<file path="src/rtl/itof_pkg.sv">
// Shared FPU constants and helpers for the int-to-float converter.
// Field widths follow IEEE-754 single precision.
package itof_pkg;

    localparam int EXP_BIAS = 127;
    localparam int EXP_W    = 8;
    localparam int MAN_W    = 23;

    // Exponent of a value whose leading one sits at bit 31 (127 + 31).
    localparam logic [EXP_W-1:0] ITOF_EXP_BASE = 8'd158;

    // Round-to-nearest, ties-to-even increment decision.
    function automatic logic rne_round_up(input logic guard, input logic sticky, input logic lsb);
        return guard & (sticky | lsb);
    endfunction

endpackage

</file>
<file path="src/rtl/itof_lzc32.sv">
// Combinational 32-bit leading-zero counter; reports 32 for an all-zero input.
module lzc32 (
    input  logic [31:0] a,
    output logic [5:0]  lz
);

    // Scan upward so the highest set bit is the last one to update the count.
    always_comb begin
        lz = 6'd32;
        for (int i = 0; i < 32; i++) begin
            lz = a[i] ? 6'(31 - i) : lz;
        end
    end

endmodule

</file>
<file path="src/rtl/itof.sv">
// Two-stage signed 32-bit integer to float32 converter, round-to-nearest-even.
// Stage 1 takes magnitude and leading-zero count; stage 2 normalises and rounds.
module itof
    import itof_pkg::*;
(
    input  logic        clk,
    input  logic        rstn,
    input  logic [31:0] x,
    input  logic        x_valid,
    output logic [31:0] y,
    output logic        y_valid
);

    logic [31:0]      mag_s;
    logic [5:0]       lz_s;

    logic             sign_r;
    logic [31:0]      mag_r;
    logic [5:0]       lz_r;
    logic             zero_r;
    logic             v1_r;

    logic [31:0]      norm_s;
    logic [MAN_W-1:0] man_s;
    logic             guard_s;
    logic             sticky_s;
    logic [MAN_W:0]   man_rnd_s;
    logic [EXP_W-1:0] exp_s;
    logic [EXP_W-1:0] exp_fin_s;
    logic [MAN_W-1:0] man_fin_s;
    logic [31:0]      y_nxt_s;

    // Two's-complement magnitude; -2^31 wraps to 0x80000000 as wanted.
    always_comb begin
        if (x[31]) begin
            mag_s = ~x + 32'd1;
        end else begin
            mag_s = x;
        end
    end

    lzc32 u_lzc (
        .a  (mag_s),
        .lz (lz_s)
    );

    // Stage 1 register: sign, magnitude, leading-zero count, zero flag.
    always_ff @(posedge clk or negedge rstn) begin
        if (!rstn) begin
            sign_r <= 1'b0;
            mag_r  <= 32'd0;
            lz_r   <= 6'd0;
            zero_r <= 1'b1;
            v1_r   <= 1'b0;
        end else begin
            sign_r <= x[31];
            mag_r  <= mag_s;
            lz_r   <= lz_s;
            zero_r <= (x == 32'd0);
            v1_r   <= x_valid;
        end
    end

    // Normalise, round to nearest even, and fold a mantissa carry into the exponent.
    always_comb begin
        norm_s    = mag_r << lz_r;
        man_s     = norm_s[30:8];
        guard_s   = norm_s[7];
        sticky_s  = |norm_s[6:0];
        man_rnd_s = {1'b0, man_s} + {23'd0, rne_round_up(guard_s, sticky_s, man_s[0])};
        exp_s     = ITOF_EXP_BASE - {2'b00, lz_r};
        if (man_rnd_s[MAN_W]) begin
            exp_fin_s = exp_s + 8'd1;
            man_fin_s = 23'd0;
        end else begin
            exp_fin_s = exp_s;
            man_fin_s = man_rnd_s[MAN_W-1:0];
        end
        if (zero_r) begin
            y_nxt_s = 32'd0;
        end else begin
            y_nxt_s = {sign_r, exp_fin_s, man_fin_s};
        end
    end

    // Output register; data advances every cycle, only y_valid is qualified.
    always_ff @(posedge clk or negedge rstn) begin
        if (!rstn) begin
            y       <= 32'd0;
            y_valid <= 1'b0;
        end else begin
            y       <= y_nxt_s;
            y_valid <= v1_r;
        end
    end

endmodule

</file>
<file path="config.mk">
export PLATFORM = sky130hd
export DESIGN_NAME = itof
export DESIGN_NICKNAME = d
export VERILOG_FILES = /design/src/rtl/itof_pkg.sv /design/src/rtl/itof_lzc32.sv /design/src/rtl/itof.sv
export SDC_FILE = /design/constraint.sdc
export NUM_CORES = 1
export LEC_CHECK = 0
export ABC_AREA = 1
export BUFFER_PORTS_ARGS = -buffer_cell sky130_fd_sc_hd__clkbuf_2
export CORE_UTILIZATION = 60
export CTS_CLUSTER_SIZE = 14
export DETAILED_ROUTE_END_ITERATION = 6
export HOLD_SLACK_MARGIN = 0.12
export MAX_ROUTING_LAYER = met4
export PLACE_DENSITY = 0.9
export SLEW_MARGIN = 20
export SYNTH_ARGS = -nofsm -noshare
export SYNTH_HDL_FRONTEND = slang
export SYNTH_SLANG_ARGS = --single-unit
</file>
<file path="constraint.sdc">
create_clock -name clk -period 4.7 [get_ports clk]
set_input_delay 0.235 -clock clk [delete_from_list [all_inputs] [get_ports clk]]
set_output_delay 0.235 -clock clk [all_outputs]
set_load 0.01 [all_outputs]
</file>
=== Word level (Yosys, flattened, before mapping) ===
Index checks and enable logic that the tools add are counted.

* Register bits after elaboration: 74
* Input bits: 35
* Output and inout port bits: 33

* Add/sub/neg operators: 4
* Shift operators: 1
* Muxes and demuxes: 36
* Bitwise operators: 3
* Reductions and logical operators: 2

{| class="wikitable"
|+ Operator list
! operator !! count
|-
| two-way mux 6 bit || 32
|-
| two-way mux 32 bit || 2
|-
| adder 32 x 1 -> 32 bit, second input constant || 1
|-
| logical NOT 32 bit || 1
|-
| inverter 32 bit || 1
|-
| left shift 32 x 6 -> 31 bit || 1
|-
| adder 23 x 1 -> 24 bit || 1
|-
| two-way mux 23 bit || 1
|-
| adder 8 x 1 -> 8 bit, second input constant || 1
|-
| two-way mux 8 bit || 1
|-
| subtractor 8 x 6 -> 8 bit, first input constant || 1
|-
| OR reduction 7 bit || 1
|-
| bitwise AND 1 bit || 1
|-
| OR 1 bit || 1
|}

=== Longest topological paths before layout ===
Gate-level depths: netlist (run 1).

* Depth in word-level cells: 35
* Gate-level depth with buffers: 34

=== Modules after synthesis ===
Synthesis (run 1) repeated with hierarchy kept, for this count alone.

* Cells, all modules: 868
* Area total of the unflattened synthesis: 5640.4 µm²

{| class="wikitable"
|+ Modules (own cells, without submodules)
! module !! times used !! cells an instance !! area an instance (µm²) !! sequential area each (µm²)
|-
| itof || 1 || 762 || 5198.7 || 1828.0
|-
| lzc32 || 1 || 106 || 441.7 || 0.0
|}

=== Worst setup path before layout (run 1) ===
No wires, ideal clock.

* Path type: reg-to-reg
* From: reg lz_r[0]
* To: reg y[22]
* Setup time: 0.137 ns
* Arrival time: 2.740 ns
* Slack: 1.823 ns
* Stages on the path, launching flop included: 24
* Period minus slack after synthesis: 2.877 ns
* Cells stage by stage: dfrtp_1 buf_6 clkinv_4 nand2_1 and2_4 nand2_1 o21a_1 nand2_1 o21ai_2 o21ai_2 nor3_2 nand2_2 inv_1 ha_1 nand4_1 inv_2 nand3_2 nor2_2 nand4_1 nor2_2 nand3_1 nor2_1 xor2_1 nor3_1

* Word-level cells in the longest chain between the ends: 7

{| class="wikitable"
|+ RTL lines
! what !! line !! source
|-
| from (decl) || itof.sv:19 || <nowiki>logic [5:0] lz_r;</nowiki>
|-
| from (signal assigned) || itof.sv:58 || <nowiki>lz_r <= lz_s;</nowiki>
|-
| left shift 32 x 6 -> 31 bit * || itof.sv:66 || <nowiki>norm_s = mag_r << lz_r;</nowiki>
|-
| OR reduction 7 bit || itof.sv:69 || <nowiki>sticky_s = |norm_s[6:0];</nowiki>
|-
| OR 1 bit || itof_pkg.sv:14 || <nowiki>return guard & (sticky | lsb);</nowiki>
|-
| bitwise AND 1 bit || itof_pkg.sv:14 ||
|-
| adder 23 x 1 -> 24 bit * || itof.sv:70 || <nowiki>man_rnd_s = {1'b0, man_s} + {23'd0, rne_round_up(guard_s, sticky_s, man_s[0])};</nowiki>
|-
| two-way mux 23 bit * || itof.sv:72 || <nowiki>if (man_rnd_s[MAN_W]) begin</nowiki>
|-
| two-way mux 32 bit * || itof.sv:79 || <nowiki>if (zero_r) begin</nowiki>
|-
| via y_nxt_s[22] || itof.sv:31 || <nowiki>logic [31:0] y_nxt_s;</nowiki>
|-
| to (signal assigned) || itof.sv:92 || <nowiki>y <= y_nxt_s;</nowiki>
|-
| to (decl) || itof.sv:10 || <nowiki>output logic [31:0] y,</nowiki>
|}

The timed path passes the listed nets; every way through them passes the cells marked *.

=== Worst setup path after layout (run 1) ===
Ends and elaborated chain as after synthesis.

==> results.ini, run 1 <==
[drt]
wirelength_um=12100
drtAntennaViolNets=0
drt-pass1-iter-count=7
routed_via_density=5.46
routed-via-count=5326
drc=5
drt_iter0_markers=422
wl_per_cell_um=12.4

[min_path]
hp-class=in2reg
min_to=mag_r[29]$_DFF_PN0_
hold_path_depth=3
hp-start=x[29]

[global_route]
overflow=0
grt_use_total_pct=27.9
grt_max_degree=74
grt_pass1_wl_um=21200
antenna_found_initial=0
grt_pass1_vias=4797

[worst_setup_path]
critPathMaxFanout=35
cp.arrival_ps=3850
worstPathRequired_ps=4910
r2r_cells=22
startpoint_type=flip-flop
worstReg2RegStart=lz_r[0]$_DFF_PN0_
endpoint_kind=flip-flop
setup.worst_path.class=reg2reg
worstReg2RegEnd=y[22]$_DFF_PN0_
reg2reg_slack_ps=1060

[floorplanning]
fp.dieW_um=98.1
start_util_pct=62.7
die_h_um=98.1
dieArea_um2=9630
rows=34
core_um2=8850
io_pins=68

[synthesis]
async_reset_ff_share_pct=100
yosys.area.top_type=dfrtp_1
synth_seq_area_share_pct=33.0
synth.most_common_cell=nand2_1
synth.top_cell.area_share_pct=32.5
synth_edf_count=0
postSynthCellCount=810
ys_dominant_reg_cell=dfrtp_1
ys_types=56
synthesis.area_um2=5550
yosys_warnings=0
synthTopCellsByCount=nand2_1 (223), nor2_1 (89), inv_1 (78), dfrtp_1 (72), nand3_1 (53)
synth_area_leaders=dfrtp_1 (32%), nand2_1 (15%), nor2_1 (6.0%), inv_1 (5.3%), nand3_1 (4.8%)
synth_area_per_cell_um2=6.85
synth_fp_nets=848
ys_ff_latch=73

[power]
leakagePower_nw=3.09
pwr_density_cell_nw_per_um2=332
p_total_mw=2.02
peakVddDrop_v=0.000133

[clocking]
clkTransAtPathRegs_ps=80
htreeDepth=3
clock_latency_ps=360
cts_buffers=9
cts.path.max_buffers=2
cts_hold_buf=4
tritoncts=done
cts.repair.resized=0
cts_root_buf=clkbuf_8
cts.sinks=73
cts_setup_buffers=0

[status]
failed_checks=design-rule violations
status=finished with violations

[sta]
drv_slew=0
skew_ps=13.4
relSlewSlack_pct=43.9
worstMarginPinSlew_ps=841
setup_ws_ps=1060
max_freq_ghz=0.274
post-route-min-period_ps=3640
finalSetupViolations=0
rsz0062_at_grt=no
hold_violations=0
period_share_pct=77.5
fin_tns_setup_ps=0
holdWs_ps=153

[place]
io_buffers=67
gp_congestion=0.965
post-place-ws_ps=767
hpwl_um=9440

[cells_and_area]
diodes=0
n_fill_cell=803
area_delta_synth_final_pct=9.52
fin_nets=901
drive_gt1_share_pct=17.7

[flow_run]
maxCapViolations=0

==> state kept, by name (all words and copies together) (netlist names) <==
register  count
lz_r          6
y            32
zero_r        1
mag_r        31
y_valid       1
sign_r        1
v1_r          1
==> power breakdown <==
| part | internal, mW | switching [mW] |
|---|---|---|
| combinational | 0.282 | 0.532 |
| clock | 0.205 | 0.236 |
| sequential | 0.722 | 0.0416 |
| total | 1.21 | 0.810 |
==> per-stage QoR <==
stage | cells | area [um2] | util [%]
global route | 976 | 6070 | 68.6
CTS | 976 | 6070 | 68.6
global placement | 956 | 5850 | 66.1
detailed placement | 956 | 5850 | 66.1
floorplan | 810 | 5550 | -
finish | 976 | 6070 | 68.6
==> placed cells by master, fill, tap and decap left out, types with 15 or more instances in the layout <==
cell type	netlist	layout
nand4_1	15	15
nor2_1	89	89
nand3_1	53	53
o21ai_1	38	38
xor2_1	30	30
clkbuf_2	0	66
dfrtp_1	72	71
o21ai_0	22	22
inv_1	78	78
nand2_1	223	223
nor3_1	20	20
==> worst max path at each step <==
stage / end / slack, ps / start
2_1_floorplan: y[22]$_DFF_PN0_ / 1820 / lz_r[0]$_DFF_PN0_
3_3_place_gp: y[22]$_DFF_PN0_ / 850 / lz_r[0]$_DFF_PN0_
3_5_place_dp: y[20]$_DFF_PN0_ / 770 / lz_r[0]$_DFF_PN0_
4_1_cts: y[22]$_DFF_PN0_ / 730 / lz_r[0]$_DFF_PN0_
5_1_grt: y[22]$_DFF_PN0_ / 630 / lz_r[0]$_DFF_PN0_
6_report: y[22]$_DFF_PN0_ / 1060 / lz_r[0]$_DFF_PN0_
==> kinds of logic (layout without fill, tap and decap cells) <==
| logic type | count (synthesis) | in the layout | synth area share [%] |
|---|---|---|---|
| compound gates | 117 | 117 | 13.0 |
| xor+xnor | 35 | 35 | 5.66 |
| fa+ha+maj | 3 | 3 | 0.677 |
| buf+inv | 127 | 185 | 10.2 |
| flops | 73 | 73 | 33.0 |
| mux | 4 | 4 | 0.948 |
| simple gates | 451 | 451 | 36.6 |
==> metal layers <==
metal,part of all wire (%),vias to the layer above,global-route usage [%]
li1,-,2744,-
met1,45,2384,33.8
met2,47,164,45.2
met3,4.8,34,5.15
met4,3.7,0,13.0
met5,0,-,-
==> critical path, cell delays in order (launching register included) <==
cell,delay (ps)
dfrtp_2,650
clkinv_4,290
nand2_1,70
and2_4,150
nand2_1,60
o21a_1,140
nand2_1,70
o21ai_2,90
o21ai_2,100
nor3_2,140
nand2_2,100
inv_1,80
ha_1,200
nand4_1,170
inv_2,110
nand3_2,100
nor2_2,170
nand4_1,160
nor2_2,170
nand3_1,120
nor2_1,150
xor2_1,150
nor3_1,60
==> final cells by class <==
type	instances	area, um2	share of cell area (%)
clock inverter	6	43.8	0.721
tap	108	135	2.22
timing repair buffer	77	420	6.92
multi-input combinational	610	3150	51.9
sequential	73	1830	30.1
inverter	92	353	5.81
clock buffer	10	138	2.27
(Power assumes the default switching activity.)
==> run 2: changes to the inputs <==
--- a/config.mk
+++ b/config.mk
@@ -7,12 +7,12 @@
 export LEC_CHECK = 0
 export ABC_AREA = 1
 export BUFFER_PORTS_ARGS = -buffer_cell sky130_fd_sc_hd__clkbuf_2
-export CORE_UTILIZATION = 60
+export CORE_UTILIZATION = 54
 export CTS_CLUSTER_SIZE = 14
 export DETAILED_ROUTE_END_ITERATION = 6
 export HOLD_SLACK_MARGIN = 0.12
 export MAX_ROUTING_LAYER = met4
-export PLACE_DENSITY = 0.9
+export PLACE_DENSITY = 0.86
 export SLEW_MARGIN = 20
 export SYNTH_ARGS = -nofsm -noshare
 export SYNTH_HDL_FRONTEND = slang
==> constraint.sdc (replaced) <==
create_clock -name clk -period 3.1 [get_ports clk]
set_input_delay 0.155 -clock clk [delete_from_list [all_inputs] [get_ports clk]]
set_output_delay 0.155 -clock clk [all_outputs]
set_load 0.01 [all_outputs]
==> results.ini, run 2 (same netlist as run 1, synthesis figures left out) <==
[status]
status=finished with violations
failed_checks=negative setup slack

[power]
p_total_mw=3.65  ; +81%
p_comb_share_pct=43.6  ; +3.3 points
pwr-share-clk_pct=25.0  ; +3.1 points
seqPwrFrac_pct=31.4  ; -6.4 points
switching_power_mw=1.38  ; +70%
pwr_density_cell_nw_per_um2=504  ; +52%
internal_power_mw=2.28  ; +88%
peakVddDrop_v=0.000294  ; +120%
p_sw_share_pct=37.7  ; -2.5 points
leakagePower_nw=3.64  ; +18%

[sta]
worstMarginPinSlew_ps=765  ; -76.2 ps
hold_violations=0  ; unchanged
rsz0062_at_grt=yes
setup_ws_ps=-175  ; -1230 ps
relSlewSlack_pct=49.0  ; +5.1 points
finalSetupViolations=10  ; +10
max_freq_ghz=0.305  ; +11%
post-route-min-period_ps=3270  ; -369 ps
skew_ps=13.8  ; +0.434 ps
drv_slew=0  ; unchanged
period_share_pct=106  ; +28 points

[floorplanning]
dieArea_um2=10700  ; +11%
io_pins=68  ; unchanged
fp.dieW_um=103  ; +5.3%
rows=36  ; +5.9%
core_um2=9860  ; +11%
start_util_pct=56.2  ; -6.5 points
die_h_um=103  ; +5.3%

[clocking]
clkTransAtPathRegs_ps=90  ; about the same
cts_buffers=9  ; unchanged
cts.path.max_buffers=2  ; unchanged
cts.sinks=73  ; unchanged
cts_root_buf=clkbuf_8
htreeDepth=3  ; unchanged
clock_latency_ps=360  ; about the same
tritoncts=done

[worst_setup_path]
reg2reg_slack_ps=-170  ; -1230 ps
setup.worst_path.end=y[28]$_DFF_PN0_
endpoint_kind=flip-flop
startpoint_type=flip-flop
worstPathRequired_ps=3390  ; -1520 ps
worstReg2RegStart=lz_r[0]$_DFF_PN0_
critPathLaunch=lz_r[0]$_DFF_PN0_
r2r_cells=25  ; +14%
worstReg2RegEnd=y[28]$_DFF_PN0_
setup.worst_path.class=reg2reg
critPathMaxFanout=6  ; -83%
cp.arrival_ps=3570  ; -280 ps

[drt]
dr_wl_met3_um=748  ; +29%
met1_length_um=6260  ; +16%
routed_via_density=5.37  ; -1.5%
drc=0  ; -5
routed-via-count=5869  ; +10%
route.met2.wl_um=8300  ; +47%
drt-pass1-iter-count=5  ; -2
wl_per_cell_um=14.5  ; +17%
drtAntennaViolNets=0  ; unchanged
drt_iter0_markers=334  ; -21%
dr.max_layer_used=met4
wirelength_um=15800  ; +31%

[place]
placedCellCount=1021  ; +6.8%
postPlaceCellArea_um2=6230  ; +6.5%
gp_congestion=0.992  ; +2.8%
io_buffers=67  ; unchanged
hpwl_um=10400  ; +10%

[cells_and_area]
diodes=0  ; unchanged
final_area_um2=7250  ; +19%
final_common_cell=nand2_1
drive_gt1_share_pct=27.1  ; +9.4 points
final_cell_mix=nand2_1 (218), nor2_1 (81), inv_1 (75), dfrtp_1 (72), buf_4 (68)
area_delta_synth_final_pct=30.7
layout.cells.non_filler=1092  ; +12%
top_register=y
largest_reg_flops=32  ; unchanged
n_fill_cell=759  ; -5.5%
reg_top3=y: 32 flops, mag_r: 31 flops, lz_r: 6 flops
fin_nets=992  ; +10%

[global_route]
overflow=0  ; unchanged
grt_use_total_pct=30.4  ; +2.5 points
grt_max_degree=41  ; -45%
grt_pass1_wl_um=24500  ; +16%
antenna_found_initial=0  ; unchanged
grt_pass1_vias=5424  ; +13%

[flow_run]
maxCapViolations=0  ; unchanged

[min_path]
hp-class=in2reg

run 2: cell types whose count changed in the layout (fill, tap and decap cells not counted), sizes merged, moves of 2 or more:
| cell | change |
|---|---|
| clkinvlp | -4 |
| clkbuf | -2 |
| bufinv | +3 |
| dlygate4sd3 | +18 |
| buf | +74 |
run 2: power by group through the flow:
| stage | clock network [mW] | logic (mW) | registers, mW |
|---|---|---|---|
| floorplan | 0 | 0.861 | 1.21 |
| global placement | 0 | 1.33 | 1.16 |
| detailed placement | 0 | 1.35 | 1.17 |
| CTS | 0.910 | 1.44 | 1.15 |
| global route | 0.965 | 1.76 | 1.17 |
| finish | 0.913 | 1.59 | 1.15 |
run 2: how the worst min path moves through the flow:
stage	cells past startpoint	end	start	slack, ps
6_report	3	mag_r[23]$_DFF_PN0_	x[23]	140
5_1_grt	3	mag_r[3]$_DFF_PN0_	x[3]	160
4_1_cts	3	mag_r[23]$_DFF_PN0_	x[23]	130
3_5_place_dp	1	y[16]$_DFF_PN0_	rstn	270
3_3_place_gp	1	y_valid$_DFF_PN0_	rstn	260
2_1_floorplan	0	lz_r[0]$_DFF_PN0_	rstn	-140
run 2: final cells by class:
class	instances	area [um2]	share of cell area, %
multi-input combinational	610	3370	46.5
sequential	73	1830	25.2
timing repair buffer	168	1280	17.6
inverter	92	360	4.97
tap	133	166	2.30
clock buffer	11	141	1.95
clock inverter	5	104	1.43
run 2: worst max-delay path, cell delays in order, from the launching register on:
cell and delay, ps:
dfrtp_1 400, buf_12 160, buf_8 120, nand2_2 40, and2_4 140, nand2_2 50
o21a_1 160, nand2_1 90, o21ai_2 110, o21ai_2 100, nor3_2 130, nand2_2 90
buf_6 130, nor2_4 110, nand3_4 110, nor2_2 130, nand2_2 90, nor2_4 110
nand3_2 100, nor2_4 140, nand2_2 80, nor3_4 150, nand2_2 110, nor3_4 200
a21oi_2 70, nor2_2 90
run 2: per-stage QoR:
stage          hold WS, ps  setup WS [ps]  util (%)  setup TNS, ps
5_1_grt                162           -388      73.5          -4040
4_1_cts                126          -10.3      70.6          -10.3
3_3_place_gp           257           75.2      63.2              0
2_1_floorplan         -141            223         -              0
3_5_place_dp           268          -43.6      63.2          -50.3
6_report               143           -175      73.5           -936
run 2: layer usage:
| layer | up-vias | global-route usage [%] |
|---|---|---|
| li1 | 2922 | - |
| met3 | 47 | 3.90 |
| met4 | 0 | 14.0 |
| met1 | 2665 | 33.2 |
| met2 | 235 | 55.0 |
| met5 | - | - |
run 2: timing repair:
action	4_1_cts	5_1_grt
pin swaps	7	28
endpoints found under the setup margin	3	29
gates cloned	1	0
endpoints found under the hold margin	55	0
resized for setup	13	50
buffers inserted	21	18
hold buffers	23	0
